File: src/rtl/alu_iterative_exec.sv
// Sequential execute unit. ADD/SUB/OR/LUI finish in one cycle. SLL/SRL use an
// iterative shifter that moves one bit per cycle. A start/busy/done handshake
// lets the control path stall while a shift is running.
module alu_iterative_exec #(
  parameter int DATA_WIDTH  = 32,
  parameter int SHAMT_WIDTH = 5
) (
  input  logic                  clk,
  input  logic                  reset,
  input  logic                  start_i,
  input  logic [3:0]            ALU_Operation_i,
  input  logic [DATA_WIDTH-1:0] A_i,
  input  logic [DATA_WIDTH-1:0] B_i,
  output logic                  busy_o,
  output logic                  done_o,
  output logic [DATA_WIDTH-1:0] ALU_Result_o,
  output logic                  Zero_o
);

  localparam logic [3:0] OP_ADD = 4'b0000;
  localparam logic [3:0] OP_SUB = 4'b0001;
  localparam logic [3:0] OP_LUI = 4'b0010;
  localparam logic [3:0] OP_OR  = 4'b0011;
  localparam logic [3:0] OP_SLL = 4'b0100;
  localparam logic [3:0] OP_SRL = 4'b0101;

  typedef enum logic [1:0] {
    IDLE  = 2'd0,
    SHIFT = 2'd1,
    DONE  = 2'd2
  } state_t;

  state_t                 state_q;
  logic [SHAMT_WIDTH-1:0] cnt_q;
  logic                   shift_left_q;
  logic [DATA_WIDTH-1:0]  result_q;

  logic [DATA_WIDTH-1:0]  first_result_d;
  logic [SHAMT_WIDTH-1:0] shamt;
  logic                   is_shift;

  assign shamt    = B_i[SHAMT_WIDTH-1:0];
  assign is_shift = (ALU_Operation_i == OP_SLL) || (ALU_Operation_i == OP_SRL);

  // Value written into the result register on the accept edge.
  // Shifts start from A and are then shifted in place.
  always_comb begin
    first_result_d = '0;
    case (ALU_Operation_i)
      OP_ADD:         first_result_d = A_i + B_i;
      OP_SUB:         first_result_d = A_i - B_i;
      OP_LUI:         first_result_d = B_i;
      OP_OR:          first_result_d = A_i | B_i;
      OP_SLL, OP_SRL: first_result_d = A_i;
      default:        first_result_d = '0;
    endcase
  end

  // Control FSM together with the result register and the shift counter.
  always_ff @(posedge clk or posedge reset) begin
    if (reset) begin
      state_q      <= IDLE;
      cnt_q        <= '0;
      shift_left_q <= 1'b0;
      result_q     <= '0;
    end else begin
      case (state_q)
        IDLE: begin
          if (start_i) begin
            result_q     <= first_result_d;
            shift_left_q <= (ALU_Operation_i == OP_SLL);
            if (is_shift && (shamt != '0)) begin
              cnt_q   <= shamt;
              state_q <= SHIFT;
            end else begin
              state_q <= DONE;
            end
          end
        end
        SHIFT: begin
          result_q <= shift_left_q ? (result_q << 1) : (result_q >> 1);
          cnt_q    <= cnt_q - 1'b1;
          if (cnt_q == SHAMT_WIDTH'(1)) begin
            state_q <= DONE;
          end
        end
        DONE: begin
          state_q <= IDLE;
        end
        default: begin
          state_q <= IDLE;
        end
      endcase
    end
  end

  assign busy_o       = (state_q != IDLE);
  assign done_o       = (state_q == DONE);
  assign ALU_Result_o = result_q;
  assign Zero_o       = (result_q == '0);

endmodule
File: config.mk
export PLATFORM = sky130hd
export DESIGN_NAME = alu_iterative_exec
export DESIGN_NICKNAME = d
export VERILOG_FILES = /design/src/rtl/alu_iterative_exec.sv
export SDC_FILE = /design/constraint.sdc
export NUM_CORES = 1
export LEC_CHECK = 0
export BUFFER_PORTS_ARGS = -buffer_cell sky130_fd_sc_hd__buf_2
export CELL_PAD_IN_SITES_DETAIL_PLACEMENT = 1
export CELL_PAD_IN_SITES_GLOBAL_PLACEMENT = 2
export CORE_MARGIN = 5
export CORE_UTILIZATION = 29
export DETAILED_ROUTE_END_ITERATION = 16
export GPL_TIMING_DRIVEN = 0
export PLACE_DENSITY_LB_ADDON = 0.15
export SLEW_MARGIN = 5
export SYNTH_ARGS = -nofsm -noshare
export SYNTH_HDL_FRONTEND = slang
export SYNTH_SLANG_ARGS = --single-unit
File: constraint.sdc
create_clock -name clk -period 1.9 [get_ports clk]
set_clock_uncertainty 0.15 [all_clocks]
set_input_delay 0.285 -clock clk [delete_from_list [all_inputs] [get_ports clk]]
set_output_delay 0.285 -clock clk [all_outputs]
set_load 0.02 [all_outputs]
==> summary.md <==
| Metric | Value |
|---|---|
| Status | finished, violations left |
| Failing checks | negative setup slack |
| Commonest non-fill, non-tap cell in the layout | buf_2 |
| Worst reg2reg startpoint | state_q[1]$_DFFE_PP0P_ |
| CTS tree | built |
| Clock Path Buffers | 2 |
| Crit share post-route | 1.94 |
| Internal power | about 3700 uW |
| Worst r2r path cells | 7 |
| RR Endpoint | ALU_Result_o[29]$_DFFE_PP0P_ |
| Root Buffer | clkbuf_16 |
| Vias in the first global route | approximately 7300 |
| Largest net degree at the start of global routing | 23 |
| CTS Sinks | 40 |
| Data required time of the worst path | a little under 2000 ps |
| RSZ-0062 raised after global routing | true |
| Core Region | around 0.019 mm^2 |
| WP buf/inv | 1 |
| Layout area overhead | 56.3% |
| Drt wl/cell | 25.9 um |
| NetSw | roughly 3700 uW |
| Total CTS buffers | 5 |
| Max cap viols | 0 |
| Crit-path cells | buf_8 > or4_4 > or2_4 > nor2_4 > nand2_4 > o41ai_4 > xor2_2 > ha_4 > nand4_1 > or4_4 > a21oi_4 > nor3b_2 > a32o_1 > o31ai_1 |
| Minimum clock period | 3690 ps |
| Global-route wire length before repair | approximately 44 mm |
| Vias/cell | 6.14 |
| Synth async-reset ratio | 1.00 |
| Hold Path End | cnt_q[1]$_DFFE_PP0P_ |
| Power share of the combinational group | 0.608 |
| Final Util | 0.461 |
| Setup-failing EPs final | 32 |
| Sequential share of the synthesized area | 0.181 |
| CP peak stage delay | 550 ps |
| Pwr dens | about 860 mW/mm^2 |
| Share of layout cells above drive strength 1 | 0.442 |
| Boundary Pins | ~110 |
| Syn Nets | around 840 |
| Number of iterations in the first detailed-routing pass | 5 |
| DIE AREA | 0.0220 mm^2 |
| Worst setup SP type | input port |
| DIE HEIGHT | approximately 150 um |
| First DRT Iteration DRCs | 590 |
| Initial core utilization | 0.295 |
| Gr usage total | 0.259 |
| RePlAce Congestion | ~0.89 |
| Clk network pwr share | 0.140 |
| Hold Fails Final Rpt | 0 |
| Sequential share of power | 0.252 |
| R2R Setup Slk | -790 ps |
| Antenna violations before repair | 0 |
| Worst Path Arrival | about 3800 ps |
| Worst-margin pin slew | roughly 850 ps |
| Clk_lat worst skew | 300 ps |
| Slew Limit Fails | 0 |
| NumNets Final | 1039 |
| Remaining DRCs | 0 |
| Antenna cell count | 0 |
| Pre-CTS setup slack | -2650 ps |
| WHS Path Cells | 3 |
| Hold path startpoint | B_i[1] |
| Worst VDD drop | approximately 0.42 mV |
| Setup ws final | -1790 ps |
| Clock slew at reported path FFs | 70 ps |
| DIE WIDTH | between 100 and 150 um |
| Cell Rows | 50 |
| Most Frequent Cell on Critical Path | or4_4 |
| Synth Warn # | 0 |
| Worst Hold Class | input port to register |
| Worst path top cell family by delay | simple AND/OR/NAND/NOR gates |
| Overall routed net length | about 30 mm |
| CP Class | input port to register |
| Headroom to the max-slew limit | 0.430 |
| Post-route ant nets | 0 |
| H-tree depth | 2 |
| Seq cells post-synth | 40 |
| Cell Area, Synth | roughly 0.0055 mm^2 |
| Main flop type after synthesis | dfrtp_1 |
| Critical path's slowest cell | or4_4 |
| CP endpoint kind | register |
| Via count | between 7000 and 8000 |
| Syn avg cell area | approximately 7.5 um^2 |
| Commonest non-fill, non-tap cells in the layout | buf_2 (104), buf_4 (66), nor2_1 (56) |
| Switching Share | 0.500 |
| PortBufs | 104 |
| Max Fclk | 0.271 GHz |
| LEAKAGE | approximately 0.0036 uW |
| DP HPWL | 22.0 mm |
| GRT overflow | 0 |
| EDFF count, synth | 0 |
| Crit path max fanout | 4 |
| Synth cell types | between 70 and 80 |
| Syn Inst Count | 736 |
## tightest hold or removal path, cell delays in order
cell,delay (ps)
buf_6,110
a211oi_1,70
a21oi_1,110
## state kept, by name, indices dropped and copies added, names as in the netlist
name          count
cnt_q             5
shift_left_q      1
ALU_Result_o     32
state_q           2
## routing by layer
layer  up-vias  wire, um  track usage
li1       3212         -            -
met1      3653     13300        0.358
met2       245     14300        0.428
met3        47      1770       0.0289
met4         0       845       0.0739
met5         -         0            0
## kinds of logic after synthesis
| group | count (synthesis) | synth area share |
|---|---|---|
| adder cells (fa/ha/maj) | 37 | 0.0849 |
| buffers and inverters | 70 | 0.0508 |
| flip-flops | 40 | 0.181 |
| multiplexers | 39 | 0.0714 |
| AND/OR/NAND/NOR | 222 | 0.198 |
| XOR/XNOR | 42 | 0.0664 |
| AO/OA/AOI/OAI | 286 | 0.348 |
## timing repair
action                     CTS  global route
setup buffers               57            30
hold endpoints to repair    18             0
hold buffers                 1             0
cloned                       1             0
resized for setup          159           100
pin swaps                   71            63
setup endpoints to repair   40            38
## area by class of cell
| cell class | instances | area (um^2) |
|---|---|---|
| buffer | 35 | 313 |
| clock buffer | 5 | 125 |
| clock inverter | 3 | 42.5 |
| fill | 2217 | 10100 |
| inverter | 31 | 121 |
| multi-input combinational | 627 | 5390 |
| sequential | 40 | 1020 |
| tap | 234 | 293 |
| timing repair buffer | 191 | 1350 |
## Yosys cell counts, drive strengths merged, types with 5 or more instances
cell | number | share of area
a22oi | 18 | 0.024
o221ai | 12 | 0.019
a221oi | 8 | 0.013
a21o | 13 | 0.018
nor3 | 17 | 0.015
nor3b | 6 | 0.010
a31oi | 7 | 0.0079
o21a | 7 | 0.0095
a211oi | 8 | 0.012
clkbuf | 26 | 0.019
nand2b | 12 | 0.014
a21oi | 67 | 0.061
a222oi | 5 | 0.0090
buf | 13 | 0.010
o22ai | 9 | 0.010
xnor2 | 19 | 0.030
mux2i | 35 | 0.063
nand3 | 7 | 0.0063
nor4 | 14 | 0.016
o21ai | 61 | 0.055
nand2 | 57 | 0.039
dfrtp | 40 | 0.18
o31ai | 16 | 0.023
xor2 | 23 | 0.036
nand4 | 11 | 0.012
a211o | 7 | 0.011
inv | 31 | 0.021
ha | 36 | 0.081
nor2b | 5 | 0.0056
nor2 | 69 | 0.048
o21bai | 7 | 0.0095
## how the worst max path moves through the flow
stage	from	slack [ps]	to	cells after the start
detailed placement	B_i[16]	-2650	ALU_Result_o[28]$_DFFE_PP0P_	15
global placement	B_i[16]	-2580	ALU_Result_o[28]$_DFFE_PP0P_	15
global route	B_i[8]	-1900	ALU_Result_o[29]$_DFFE_PP0P_	18
floorplan	B_i[10]	-1740	ALU_Result_o[28]$_DFFE_PP0P_	14
finish	B_i[8]	-1790	ALU_Result_o[29]$_DFFE_PP0P_	14
CTS	B_i[8]	-1840	ALU_Result_o[29]$_DFFE_PP0P_	15
## power by group through the flow
stage / logic [uW] / clock network, uW / registers [uW]
floorplan: 2020 / 0 / 1930
global placement: 3460 / 0 / 1810
detailed placement: 3530 / 0 / 1830
CTS: 4120 / 1040 / 1810
global route: 4820 / 1080 / 1910
finish: 4510 / 1040 / 1870
## per-stage QoR
stage | TNS (ps) | total power, uW | cell area [um^2] | hold slack, ps | std cells
5_1_grt | -45220 | 7820 | 8660 | 210 | 1166
3_3_place_gp | -74000 | 5270 | 6680 | 369 | 1074
4_1_cts | -42100 | 6970 | 8020 | 174 | 1140
6_report | -42090 | 7420 | 8660 | 178 | 1166
3_5_place_dp | -65990 | 5360 | 6700 | 188 | 1075
2_1_floorplan | -35100 | 3950 | 5860 | 232 | 736
Power figures use the tool's default switching activity.
